===== config.mk =====
export PLATFORM = sky130hd
export DESIGN_NAME = uart_rx_frame
export DESIGN_NICKNAME = d
export VERILOG_FILES = /design/src/rtl/uart_rx_frame.sv
export SDC_FILE = /design/constraint.sdc
export NUM_CORES = 1
export LEC_CHECK = 0
export ABC_AREA = 1
export BUFFER_PORTS_ARGS = -buffer_cell sky130_fd_sc_hd__buf_2
export CORE_MARGIN = 4
export CORE_UTILIZATION = 45
export DETAILED_ROUTE_END_ITERATION = 12
export GPL_ROUTABILITY_DRIVEN = 0
export RECOVER_POWER = 25
export SETUP_SLACK_MARGIN = 0.2
export SYNTH_ARGS = -nofsm -noshare
export SYNTH_HDL_FRONTEND = slang
export SYNTH_SLANG_ARGS = --single-unit

===== constraint.sdc =====
create_clock -name CLK -period 1.56 [get_ports CLK]
set_input_delay 0.312 -clock CLK [delete_from_list [all_inputs] [get_ports CLK]]
set_output_delay 0.312 -clock CLK [all_outputs]
set_load 0.05 [all_outputs]

===== src/rtl/uart_rx_frame.sv =====
// ---------------------------------------------------------------------------
// uart_rx_frame
//
// UART receiver that turns 8N1 frames on RX into bytes. When
// UART_RX_PARITY_EN is defined it receives 8E1 frames instead and reports
// even-parity mismatches on PERR. RX must already be synchronized to CLK.
// There is no synchronizer inside this block.
//
// Configuration macro:
//   UART_RX_PARITY_EN  - defined: start + 8 data + parity + stop, PERR live
//                        undefined: start + 8 data + stop, PERR tied 0
//
// Parameters:
//   CLK_DIV  - CLK cycles per bit period (>= 4)
//   CNT_W    - width of the bit-timing counter (2**CNT_W > CLK_DIV)
//
// Ports:
//   CLK    in   clock
//   RESET  in   synchronous, active-high reset
//   RX     in   synchronized serial input, idle high
//   DATA   out  last received byte (first bit on the line is DATA[0])
//   VALID  out  one-cycle strobe: DATA/FERR/PERR were updated
//   FERR   out  framing error of the last byte (stop bit sampled low)
//   PERR   out  parity error of the last byte (0 without parity option)
//   BUSY   out  high whenever the receiver is not idle
// ---------------------------------------------------------------------------
module uart_rx_frame #(
    parameter int CLK_DIV = 434,
    parameter int CNT_W   = 16
) (
    input  logic       CLK,
    input  logic       RESET,
    input  logic       RX,
    output logic [7:0] DATA,
    output logic       VALID,
    output logic       FERR,
    output logic       PERR,
    output logic       BUSY
);

    typedef enum logic [2:0] {
        ST_IDLE,
        ST_START,
        ST_DATA,
`ifdef UART_RX_PARITY_EN
        ST_PARITY,
`endif
        ST_STOP,
        ST_BREAK
    } state_t;

    // The first load lands the sample point in the middle of the start bit.
    // Every later load spaces samples one full bit period apart.
    localparam logic [CNT_W-1:0] HALF_LOAD = CNT_W'(CLK_DIV / 2 - 1);
    localparam logic [CNT_W-1:0] FULL_LOAD = CNT_W'(CLK_DIV - 1);

    state_t           state, state_n;
    logic [CNT_W-1:0] cnt, cnt_n;
    logic [2:0]       bit_idx, bit_idx_n;
    logic [7:0]       sr, sr_n;
    logic [7:0]       data_q, data_n;
    logic             valid_q, valid_n;
    logic             ferr_q, ferr_n;
    logic             expired;

`ifdef UART_RX_PARITY_EN
    logic             par_q, par_n;
    logic             perr_q, perr_n;
`endif

    assign expired = (cnt == '0);

    // State and datapath registers. A reset also aborts any frame that is
    // in progress, so no VALID is produced for it.
    always_ff @(posedge CLK) begin
        if (RESET) begin
            state   <= ST_IDLE;
            cnt     <= '0;
            bit_idx <= '0;
            sr      <= '0;
            data_q  <= '0;
            valid_q <= 1'b0;
            ferr_q  <= 1'b0;
`ifdef UART_RX_PARITY_EN
            par_q   <= 1'b0;
            perr_q  <= 1'b0;
`endif
        end else begin
            state   <= state_n;
            cnt     <= cnt_n;
            bit_idx <= bit_idx_n;
            sr      <= sr_n;
            data_q  <= data_n;
            valid_q <= valid_n;
            ferr_q  <= ferr_n;
`ifdef UART_RX_PARITY_EN
            par_q   <= par_n;
            perr_q  <= perr_n;
`endif
        end
    end

    // Next-state logic. The counter is reloaded on every expiry, so it never
    // wraps. DATA is written only when the stop bit is sampled, which means a
    // partially received byte is never visible on DATA.
    always_comb begin
        state_n   = state;
        cnt_n     = cnt;
        bit_idx_n = bit_idx;
        sr_n      = sr;
        data_n    = data_q;
        valid_n   = 1'b0;
        ferr_n    = ferr_q;
`ifdef UART_RX_PARITY_EN
        par_n     = par_q;
        perr_n    = perr_q;
`endif

        case (state)
            ST_IDLE: begin
                if (!RX) begin
                    state_n = ST_START;
                    cnt_n   = HALF_LOAD;
                end
            end

            // A start bit that is already high again at mid-bit is treated
            // as a glitch. The receiver drops back to idle without output.
            ST_START: begin
                if (expired) begin
                    if (RX) begin
                        state_n = ST_IDLE;
                    end else begin
                        state_n   = ST_DATA;
                        cnt_n     = FULL_LOAD;
                        bit_idx_n = 3'd0;
                    end
                end else begin
                    cnt_n = cnt - CNT_W'(1);
                end
            end

            ST_DATA: begin
                if (expired) begin
                    sr_n  = {RX, sr[7:1]};
                    cnt_n = FULL_LOAD;
                    if (bit_idx == 3'd7) begin
`ifdef UART_RX_PARITY_EN
                        state_n = ST_PARITY;
`else
                        state_n = ST_STOP;
`endif
                    end else begin
                        bit_idx_n = bit_idx + 3'd1;
                    end
                end else begin
                    cnt_n = cnt - CNT_W'(1);
                end
            end

`ifdef UART_RX_PARITY_EN
            // Even parity: the eight data bits and the parity bit together
            // must contain an even number of ones. Odd means an error.
            ST_PARITY: begin
                if (expired) begin
                    par_n   = ^{sr, RX};
                    cnt_n   = FULL_LOAD;
                    state_n = ST_STOP;
                end else begin
                    cnt_n = cnt - CNT_W'(1);
                end
            end
`endif

            // The receiver leaves the stop bit at its midpoint. This lets a
            // back-to-back start edge in the second half of the stop bit be
            // caught. A low stop bit goes to BREAK, so a line held low cannot
            // start a new frame.
            ST_STOP: begin
                if (expired) begin
                    data_n  = sr;
                    valid_n = 1'b1;
                    ferr_n  = ~RX;
`ifdef UART_RX_PARITY_EN
                    perr_n  = par_q;
`endif
                    cnt_n   = '0;
                    state_n = RX ? ST_IDLE : ST_BREAK;
                end else begin
                    cnt_n = cnt - CNT_W'(1);
                end
            end

            ST_BREAK: begin
                if (RX) begin
                    state_n = ST_IDLE;
                end
            end

            default: begin
                state_n = ST_IDLE;
            end
        endcase
    end

    assign DATA  = data_q;
    assign VALID = valid_q;
    assign FERR  = ferr_q;
    assign BUSY  = (state != ST_IDLE);
`ifdef UART_RX_PARITY_EN
    assign PERR  = perr_q;
`else
    assign PERR  = 1'b0;
`endif

endmodule


==> reports/summary.md, run 1 <==
- 14.4% — fraction of the mapped netlist area in compound gates
- finished clean — status
- 2.27% — Adder-Cell Fraction of Synth Area
- 40 — register bit total from synthesis
- 60.0% — worst-case headroom to the max-slew limit
- yes — RSZ-0062 raised after global routing
- 0.420 ns — worst hold margin
- 0 — setup-violating endpoint count in the final report
- clkbuf_8 — cell chosen for the clock root
- 0.00145 mm2 — total area of multi-input combinational cells
- 3.67 mW — internal power summed over all cells
- register — startpoint type of the worst setup path
- 36.3% — sequential share of the synthesized area
- 0 — DRC errors left
- 76 — drt initial violations
- 0 — initial antenna violation count
- 7.18 mW — Total Power Consumption
- 46.7% — starting density of the core
- 2450 mW/mm2 — Pwr per Cell Area
- 314 — Synthesized Nets
- 40 — CTS sink cnt
- 2 — sum of buffers and inverters on the critical path
- 39.3% — fraction of final layout cells sized beyond drive strength 1
- 0% — multiplexer share of the synthesized area
- 0 — Warnings, synthesis
- 1.46 ns — min cycle time layout
- 821 um2 — Sequential cell area
- 0.00670 ns — worst clock skew
- 93.5% — post-route fraction of the period consumed by the critical path
- 0.00221 mm2 — post-synthesis cell area
- 15 — Top-Level Pins
- 1.69 ns — arrival time worst endpoint
- 1.79 ns — critical path data required time
- 61.9% — Post-Route Utilization
- 0.34 ns — Critical Path Max Stage Delay
- 352 — net count of the finished layout
- 0.00472 mm2 — area of the core region
- 0.00609 mm2 — DIE AREA
- 0.08 ns — clock-pin slew on the worst setup and hold paths
- 78.0 um — die boundary height
- 4 — number of iterations in the first detailed-routing pass
- 32.6% — layout overhead on the synthesized area
- 0 — number of max-slew violations in the final report
- simple AND/OR/NAND/NOR gates — family of cells with the greatest summed delay on the critical path
- 2 — Longest Clk Path Bufs
- 7 — critical-path maximum fanout
- 0 — diode insertion count for antenna repair
- 0 — count of flip-flops with a built-in enable after synthesis
- simple AND/OR/NAND/NOR gates — combinational family with the most area after synthesis
- 13 — count of port buffers added during placement
- 5110 um — total detailed-routing wirelength
- 0.00137 V — peak supply drop
- 78.0 um — overall die width
- dfxtp_2 — crit path max-delay cell type
- 3280 um — Final HPWL DP
- 12.4 um — average detailed-routed wire length per instance
- 0 — max-cap violations
- 0.102 ns — final critical-path setup slack
- 17.5% — all-layer global routing usage
- 22.3% — Reg power frac
- primary input to register — class of the tightest hold or removal check
- 1973 — vias in the first global route
- 48.8% — Sw Share
- 25 — number of rows in the core area
- 413 — number of non-filler instances in the completed layout
- 388 — placed insts
- inv_4 > ha_4 > nand2_4 > nor2_4 > nand3_4 > nand2_8 > buf_12 > nand2_2 > a21oi_2 — Cell Chain, Critical Path
- 0.30 ns — worst skew pair latency
- 0.0757 ns — setup slack at placement
- 2 — H-tree Lvls
- 422 — layout filler cell count
- 5 — total clock buffers created by CTS
- 0 — Final Hold Fails
- 8690 um — first-pass GRT wire length
- 1.32 nW — Leakage Power
- 4.86 — post-detailed-route via-to-cell ratio
- register to register — start-to-end type of the worst setup path
- 0.686 GHz — fmax
- 0.00241 mm2 — area post-placement
- 23 — maximum number of pins on one net before global-route repair
- 65.4% — logic gate share of total power
- dfxtp_1 — top flip-flop cell by instance count after synthesis
- 7.19 um2 — syn avg cell area
- 0 — remaining number of nets flagged by the antenna check after routing
- 3.51 mW — Psw
- 0 — Overflow after GRT
- 0.00293 mm2 — Finished Cell Area
- 307 — post-synthesis cell count
- 34.3% — Post-Synth Simple-Gate Area
- 0.603 ns — slew at the pin with the worst max-slew slack
- 12.3% — clock share of power
- register — capturing element type of the critical path
- 2.78% — xor/xnor cell area share of the yosys netlist
- yes — clock tree from TritonCTS
- 0 ns — Final TNS setup
- 2009 — via total after detailed routing
- 0% — Async SR Flop Fraction
- 32 — number of unique standard cell types used by synthesis
## placed cells by master, fill, tap and decap left out, types with 12 or more instances in the layout
cell / netlist / final
a21oi_1: 23 / 17
nand2_4: 4 / 12
nand2_2: 3 / 12
inv_1: 33 / 29
buf_4: 1 / 19
nand2_1: 64 / 47
nor2_4: 3 / 12
a21oi_2: 8 / 13
dfxtp_1: 40 / 28
nand3_1: 21 / 20
nor2_1: 34 / 30
## per-layer routing
metal | vias to the layer above | global-route usage, % | wire length [um]
met4 | 0 | 6.64 | 91
met5 | - | 0 | 0
li1 | 1050 | - | -
met3 | 9 | 3.90 | 151
met1 | 918 | 21.9 | 2430
met2 | 32 | 29.3 | 2440
## synthesized netlist by cell type, types with 2 or more instances
master,number,area share (%)
inv_1,33,5.6
ha_1,4,2.3
nand4_1,2,0.57
nor2_2,9,2.6
nand3_1,21,4.8
inv_2,8,1.4
nand2_2,3,0.85
nor2_1,34,5.8
nand2_1,64,11
a21oi_1,23,5.2
nor2_4,3,1.5
dfxtp_1,40,36
nand2_4,4,2.0
a21oi_2,8,3.2
o21ai_1,10,2.3
xnor2_1,4,1.6
nor2_8,2,1.8
xor2_1,3,1.2
nand3_2,2,0.91
clkbuf_1,4,0.68
o21ai_0,13,2.9
buf_6,3,1.5
## path summary, 6_finish.rpt
check / slack [ns] / end / depth (start not counted) / from
setup / recovery: 0.10 / cnt[8] / 9 / cnt[1]
hold / removal: 0.42 / state[2] / 4 / RX
setup reg to reg: 0.10 / cnt[8] / 9 / cnt[1]
hold reg to reg: 0.45 / DATA[4] / 2 / DATA[4]
## cell families (layout without fill, tap and decap cells)
logic type,after synthesis,in the layout
and+or+nand+nor,149,151
DFF,40,40
buffers and inverters,50,87
xor gates and xnor gates,7,7
AOI/OAI and AO/OA,56,56
adders and majority gates,4,4
other,1,1
## state kept, by name (all words and copies together), names as in the netlist
signal   flops
sr           8
cnt         16
FERR         1
state        3
VALID        1
DATA         8
bit_idx      3
## tightest hold or removal path, delay by kind of cell
family                 cells  cell delay [ns]
and+or+nand+nor            3             0.24
buffers and inverters      1             0.13
## timing repair
item / CTS / global route
setup buffers: 10 / 5
gates resized for setup: 41 / 44
pin swaps: 25 / 16
cloned: 1 / 1
endpoints found under the setup margin: 39 / 41
hold buffers: 0 / 0
## final cells by class
cell class	instances	area share, %
repair buffers	37	9.88
clock buffers	5	2.35
inverters	42	5.73
well taps	67	2.87
flip-flops and latches	40	28.1
clock inverters	3	1.63
multi-input cells	219	49.5
## power by group through the flow
stage          registers (mW)  logic (mW)  clock network [mW]
4_1_cts                  1.53        4.17               0.898
3_5_place_dp             1.52        3.60                   0
5_1_grt                  1.63        5.20               0.945
2_1_floorplan            1.53        2.81                   0
3_3_place_gp             1.51        3.61                   0
6_report                 1.60        4.70               0.880
(Power assumes the default switching activity.)
==> run 2: changes to the inputs <==
--- a/config.mk
+++ b/config.mk
@@ -5,7 +5,6 @@
 export SDC_FILE = /design/constraint.sdc
 export NUM_CORES = 1
 export LEC_CHECK = 0
-export ABC_AREA = 1
 export BUFFER_PORTS_ARGS = -buffer_cell sky130_fd_sc_hd__buf_2
 export CORE_MARGIN = 4
 export CORE_UTILIZATION = 45
==> run 2 against run 1 <==
Effect of this change:
- clock-buffer cell count unchanged
- synthesized cell count fell by 23%
- power down 47%
- worst setup slack lost 0.34 ns
- global-route usage increased by 2.8 points
- highest routed layer unchanged
- critical path depth is 3 lower
- cell area rose by 7.3%
- final cell count down 11%
- worst hold slack worse by 0.077 ns
- critical endpoint is now cnt[12]
- largest cell class unchanged
- the run now ends with setup timing left
- clock power is 1% lower
- routed wire length grew 14%
==> reports/summary.md, run 2 <==
- finished with violations — status
- setup timing — violations in the final reports
- 8.85 um2 — syn avg cell area, +23%
- 2 — Longest Clk Path Bufs, unchanged
- 0.00277 ns — worst clock skew, -0.00393 ns
- 1 — sum of buffers and inverters on the critical path, -1
- 38.3% — sequential share of the synthesized area, +2.0 points
- 20.3% — all-layer global routing usage, +2.8 points
- 76.1 um — die boundary height, -2.4%
- 5 — total clock buffers created by CTS, unchanged
- 323 — net count of the finished layout, -8.2%
- 1.99 ns — arrival time worst endpoint, +0.30 ns
- register — capturing element type of the critical path
- 13 — count of port buffers added during placement, unchanged
- 0% — Async SR Flop Fraction, unchanged
- 5820 um — total detailed-routing wirelength, +14%
- 2132 — via total after detailed routing, +6.1%
- 0 — number of max-slew violations in the final report, unchanged
- 9660 um — first-pass GRT wire length, +11%
- RX — worst hold start
- or3b_4 — crit path max-delay cell type
- 60.7% — worst-case headroom to the max-slew limit, +0.71 points
- -0.241 ns — setup slack at placement, -0.317 ns
- dfxtp_1 — biggest area consumer among synthesized cells
- yes — RSZ-0062 raised after global routing
- cnt[5] — startpoint of the worst register-to-register path
- 0.30 ns — worst skew pair latency, about the same
- 0.344 ns — worst hold margin, -0.0768 ns
- 0 — DRC errors left, unchanged
- 24 — number of rows in the core area, -4.0%
- clkbuf_8 — cell chosen for the clock root
- 0.556 GHz — fmax, -19%
- 2019 — vias in the first global route, +2.3%
- 0 — max-cap violations, unchanged
- 0.00441 mm2 — area of the core region, -6.5%
- 5.78 — post-detailed-route via-to-cell ratio, +19%
- 115% — post-route fraction of the period consumed by the critical path, +22 points
- 40 — CTS sink cnt, unchanged
- 5 — number of iterations in the first detailed-routing pass, +1
- 47.3% — starting density of the core, +0.61 points
- 369 — number of non-filler instances in the completed layout, -11%
- 4 — critical-path maximum fanout, -3
- 0.00270 mm2 — area post-placement, +12%
- yes — clock tree from TritonCTS
- 0 — count of flip-flops with a built-in enable after synthesis, unchanged
- 50.3% — layout overhead on the synthesized area
- 40 — setup-violating endpoint count in the final report, +40
- 1210 mW/mm2 — Pwr per Cell Area, -51%
- 236 — post-synthesis cell count, -23%
- buf_4 — most common cell after layout, fill and taps aside
- 0.38 ns — Critical Path Max Stage Delay, +0.04 ns
- 332 — layout filler cell count, -21%
- 1.75 ns — critical path data required time, -0.04 ns
- 16 — flip-flop count of the largest register after layout, unchanged
- -0.240 ns — final critical-path setup slack, -0.342 ns
- 35 — maximum number of pins on one net before global-route repair, +52%
- 243 — Synthesized Nets, -23%
- cnt[5] — worst setup path startpoint
- 0.593 ns — slew at the pin with the worst max-slew slack, -0.0107 ns
- 0.00142 mm2 — total area of multi-input combinational cells, -2.1%
- 38.3% — proportion of netlist area held by the largest area contributor, +2.0 points
- 54 — number of unique standard cell types used by synthesis, +69%
- 1.80 ns — min cycle time layout, +0.342 ns
- 0.08 ns — clock-pin slew on the worst setup and hold paths, about the same
- 816 um2 — Sequential cell area, -0.61%
- 349 — placed insts, -10%
- dfxtp_1 — top flip-flop cell by instance count after synthesis
- 3.81 mW — Total Power Consumption, -47%
- 15 — Top-Level Pins, unchanged
- buf_4, dfxtp_1, nor2_1, mux2i_1, nand2_1 — highest-count cells in the layout ignoring fill and taps
- 2 — H-tree Lvls, unchanged
- primary input to register — class of the tightest hold or removal check
- 3970 um — Final HPWL DP, +21%
- 76.1 um — overall die width, -2.4%
- 1.48 nW — Leakage Power, +12%
- dfxtp_1 — most frequent cell after synthesis
- 0 — remaining number of nets flagged by the antenna check after routing, unchanged
- dfxtp_1, mux2i_1, nor2_1, ha_1, nand2_1 — cell types occupying the most area after synthesis
- -6.28 ns — Final TNS setup, -6.28 ns
- 0 — Final Hold Fails, unchanged
- 0 — initial antenna violation count, unchanged
- nor4_4 > buf_6 > nand3_2 > or3b_4 > and3_1 > a211o_1 — Cell Chain, Critical Path
- 0.000803 V — peak supply drop, -41%
- 0.00579 mm2 — DIE AREA, -4.8%
- 71.1% — Post-Route Utilization, +9.2 points
- cnt — Top reg by flops
- 0 — Overflow after GRT, unchanged
- 0 — diode insertion count for antenna repair, unchanged
- 40 — register bit total from synthesis, unchanged
- 0 — Warnings, synthesis, unchanged
- 0.00209 mm2 — post-synthesis cell area, -5.3%
- 0.00314 mm2 — Finished Cell Area, +7.3%
- 15.8 um — average detailed-routed wire length per instance, +27%
- register — startpoint type of the worst setup path
- simple AND/OR/NAND/NOR gates — family of cells with the greatest summed delay on the critical path
- dfxtp_1, nor2_1, mux2i_1 — list of most frequent post-synthesis cells
- register to register — start-to-end type of the worst setup path
- 46.4% — fraction of final layout cells sized beyond drive strength 1, +7.1 points
- 138 — drt initial violations, +82%
## run 2: cell types whose count changed after synthesis, moves of 9 or more
cell and delta:
nor3_1 +9, mux2i_1 +17, nand2_1 -51, nand3_1 -13, inv_1 -24, o21ai_1 -10
a21oi_1 -18
## run 2: repair_timing
item / in CTS / in global routing
hold buffers: 0 / 0
resized for setup: 34 / 20
pin swaps: 20 / 13
setup buffers: 8 / 3
endpoints found under the setup margin: 41 / 41
gates cloned: 1 / 0
## run 2: per-layer routing
metal | global-route usage (%) | part of all wire, %
met1 | 26.1 | 46
met2 | 33.0 | 47
met3 | 4.96 | 3.8
met4 | 6.82 | 2.5
met5 | 0 | 0
## run 2: worst paths after layout
kind         slack, ns        to  cells after the start
max              -0.24   cnt[12]                      6
min               0.34  state[2]                      3
max reg2reg      -0.24   cnt[12]                      6
min reg2reg       0.50   DATA[4]                      2
## run 2: cell families after synthesis
kind of cell / Yosys count / synth area share [%]
AO/OA/AOI/OAI: 51 / 19.2
flip-flops: 40 / 38.3
other: 1 / 0.180
AND/OR/NAND/NOR: 97 / 25.3
buffers and inverters: 23 / 5.03
multiplexers: 18 / 8.69
XOR/XNOR: 2 / 0.839
adder cells (fa/ha/maj): 4 / 2.40
## run 2: cell type report
type	count	share of cell area, %
clock buffer	5	2.19
inverter	9	1.08
multi-input combinational	173	45.2
sequential	40	26.0
timing repair buffer	87	22.0
tap	52	2.07
clock inverter	3	1.51
## run 2: tightest hold or removal path: cells and delay by family
kind | cells | cell delay (ns)
buffers and inverters | 2 | 0.24
AO/OA/AOI/OAI | 1 | 0.05
## run 2: where the power goes
part / total (mW) / switching, mW / internal [mW]
sequential: 1.17 / 0.0743 / 1.10
combinational: 1.77 / 0.870 / 0.896
clock: 0.869 / 0.387 / 0.482
==> run 3: changes to the inputs <==
--- a/config.mk
+++ b/config.mk
@@ -11,6 +11,7 @@
 export DETAILED_ROUTE_END_ITERATION = 12
 export GPL_ROUTABILITY_DRIVEN = 0
 export RECOVER_POWER = 25
+export REMOVE_ABC_BUFFERS = 1
 export SETUP_SLACK_MARGIN = 0.2
 export SYNTH_ARGS = -nofsm -noshare
 export SYNTH_HDL_FRONTEND = slang
==> run 3 against run 2 <==
Effect of this change:
- worst setup slack got worse by 0.070 ns
- flip-flop and latch count unchanged
- clock-buffer cell count unchanged
- power increased by 8.5%
- critical path depth increased by 2
- clock skew increased by 0.0091 ns
- maximum frequency decreased by 3.8%
- the run still ends with setup timing left
- highest routed layer unchanged
==> reports/summary.md, run 3 (same netlist as run 2, synthesis figures left out) <==
- 0 — Final Hold Fails, unchanged
- 188 — drt initial violations, +36%
- 35 — maximum number of pins on one net before global-route repair, unchanged
- 0.386 ns — worst hold margin, +0.0423 ns
- 73.5% — Post-Route Utilization, +2.4 points
- RX — worst hold start
- 0.09 ns — clock-pin slew on the worst setup and hold paths, about the same
- 0 — max-cap violations, unchanged
- 0.0119 ns — worst clock skew, +0.00913 ns
- 1270 mW/mm2 — Pwr per Cell Area, +5.0%
- buf_4, dfxtp_1, nor2_1, mux2i_1, buf_6 — highest-count cells in the layout ignoring fill and taps
- 3 — hold path cells, unchanged
- 293 — layout filler cell count, -12%
- state[2] — Hold Crit Endpoint
- 0.00325 mm2 — Finished Cell Area, +3.4%
- 49.5% — logic gate share of total power, +3.1 points
- 0 — DRC errors left, unchanged
- 0 — diode insertion count for antenna repair, unchanged
- -0.334 ns — setup slack at placement, -0.0930 ns
- clkbuf_8 — cell chosen for the clock root
- 47.3% — starting density of the core, unchanged
- 0.588 ns — slew at the pin with the worst max-slew slack, -0.00467 ns
- 1.52 mW — Psw, +14%
- 21.5% — clock share of power, -1.3 points
- 325 — net count of the finished layout, +0.62%
- 0 — number of max-slew violations in the final report, unchanged
- register — startpoint type of the worst setup path
- -0.31 ns — register-to-register setup slack, -0.07 ns
- 49.2% — fraction of final layout cells sized beyond drive strength 1, +2.8 points
- 41 — setup-violating endpoint count in the final report, +2.5%
- 16 — flip-flop count of the largest register after layout, unchanged
- 21.0% — all-layer global routing usage, +0.73 points
- 2 — Longest Clk Path Bufs, unchanged
- 1.49 nW — Leakage Power, +0.98%
- 76.1 um — die boundary height, unchanged
- 0.00150 mm2 — total area of multi-input combinational cells, +6.1%
- primary input to register — class of the tightest hold or removal check
- 5 — total clock buffers created by CTS, unchanged
- 1.87 ns — min cycle time layout, +0.0705 ns
- 0 — remaining number of nets flagged by the antenna check after routing, unchanged
- 4.13 mW — Total Power Consumption, +8.5%
- 9980 um — first-pass GRT wire length, +3.4%
- 0.31 ns — worst skew pair latency, about the same
- yes — RSZ-0062 raised after global routing
- 2252 — via total after detailed routing, +5.6%
- 120% — post-route fraction of the period consumed by the critical path, +4.5 points
- register — capturing element type of the critical path
- yes — clock tree from TritonCTS
- 2049 — vias in the first global route, +1.5%
- 60.7% — worst-case headroom to the max-slew limit, about the same
- 28.9% — Reg power frac, -1.8 points
- 13 — count of port buffers added during placement, unchanged
- 6.07 — post-detailed-route via-to-cell ratio, +5.1%
- 24 — number of rows in the core area, unchanged
- cnt — Top reg by flops
- register to register — start-to-end type of the worst setup path
- 55.4% — layout overhead on the synthesized area
- 15 — Top-Level Pins, unchanged
- 0.00441 mm2 — area of the core region, unchanged
- 2.61 mW — internal power summed over all cells, +5.4%
- 6810 um — total detailed-routing wirelength, +17%
- 0.00579 mm2 — DIE AREA, unchanged
- 40 — CTS sink cnt, unchanged
- 4030 um — Final HPWL DP, +1.4%
- 1.75 ns — critical path data required time, about the same
- 0 — initial antenna violation count, unchanged
- 0.00262 mm2 — area post-placement, -2.9%
- 820 um2 — Sequential cell area, +0.46%
- 18.4 um — average detailed-routed wire length per instance, +17%
- cnt[2] — startpoint of the worst register-to-register path
- 0 — Overflow after GRT, unchanged
- buf_4 — most common cell after layout, fill and taps aside
- -0.311 ns — final critical-path setup slack, -0.0705 ns
- 2 — H-tree Lvls, unchanged
- sr[7] — worst reg2reg endpoint
- 0.535 GHz — fmax, -3.8%
- 76.1 um — overall die width, unchanged
- 9 — critical-path maximum fanout, +5
- 5 — number of iterations in the first detailed-routing pass, unchanged
- 2.06 ns — arrival time worst endpoint, +0.07 ns
- setup timing — violations in the final reports
- 36.9% — Sw Share, +1.9 points
- finished with violations — status
- 8 — Worst Reg-to-Reg Cells, +2
- 0.000724 V — peak supply drop, -9.8%
-- run 3: cell type report --
type / instances / area share (%)
Inverter: 9 / 1.04
Multi-Input combinational cell: 174 / 46.3
Tap cell: 52 / 2.00
Sequential cell: 40 / 25.3
Clock inverter: 3 / 1.43
Timing Repair Buffer: 88 / 21.8
Clock buffer: 5 / 2.12
-- run 3: repair_timing --
| item | 4_1_cts | 5_1_grt |
|---|---|---|
| hold buffers | 0 | 0 |
| gates resized for setup | 65 | 26 |
| pin swaps | 26 | 12 |
| buffers inserted | 9 | 5 |
| setup endpoints to repair | 41 | 41 |
| cloned | 1 | 0 |
-- run 3: critical path, cell delays in order (launching register included) --
cell and delay (ns):
dfxtp_2 0.34, nor4_4 0.27, buf_6 0.17, and3_4 0.23, buf_6 0.14, nand4_1 0.12, buf_6 0.18, mux2i_1 0.23
nor2_1 0.08
-- run 3: how the worst max path moves through the flow --
stage	start	slack (ns)	to	cells past startpoint
finish	cnt[2]	-0.31	sr[7]	8
global placement	cnt[0]	-0.33	cnt[15]	5
global route	cnt[2]	-0.36	sr[7]	8
CTS	cnt[2]	-0.22	bit_idx[0]	8
detailed placement	cnt[0]	-0.33	cnt[15]	5
floorplan	cnt[2]	-0.57	bit_idx[0]	5
-- run 3: routing by layer --
| metal | part of all wire [%] | global-route usage (%) | vias to the layer above | routed length, um |
|---|---|---|---|---|
| li1 | - | - | 1052 | - |
| met1 | 43 | 27.5 | 1096 | 2930 |
| met2 | 49 | 34.0 | 85 | 3360 |
| met3 | 5.3 | 4.26 | 19 | 363 |
| met4 | 2.4 | 7.87 | 0 | 161 |
| met5 | 0 | 0 | - | 0 |
-- run 3: power groups by stage --
stage | Sequential [mW] | Clock [mW] | Combinational [mW]
after floorplan | 1.20 | 0 | 0.625
after CTS | 1.18 | 0.898 | 1.75
after detailed placement | 1.18 | 0 | 1.33
after global placement | 1.18 | 0 | 1.32
after global routing | 1.20 | 0.943 | 2.15
final | 1.20 | 0.888 | 2.05
-- run 3: metrics by stage --
stage          setup TNS, ns  std cells
6_report               -6.91        371
5_1_grt                -9.51        371
4_1_cts                -6.03        366
3_5_place_dp           -8.07        348
3_3_place_gp           -7.98        348
2_1_floorplan         -11.90        222
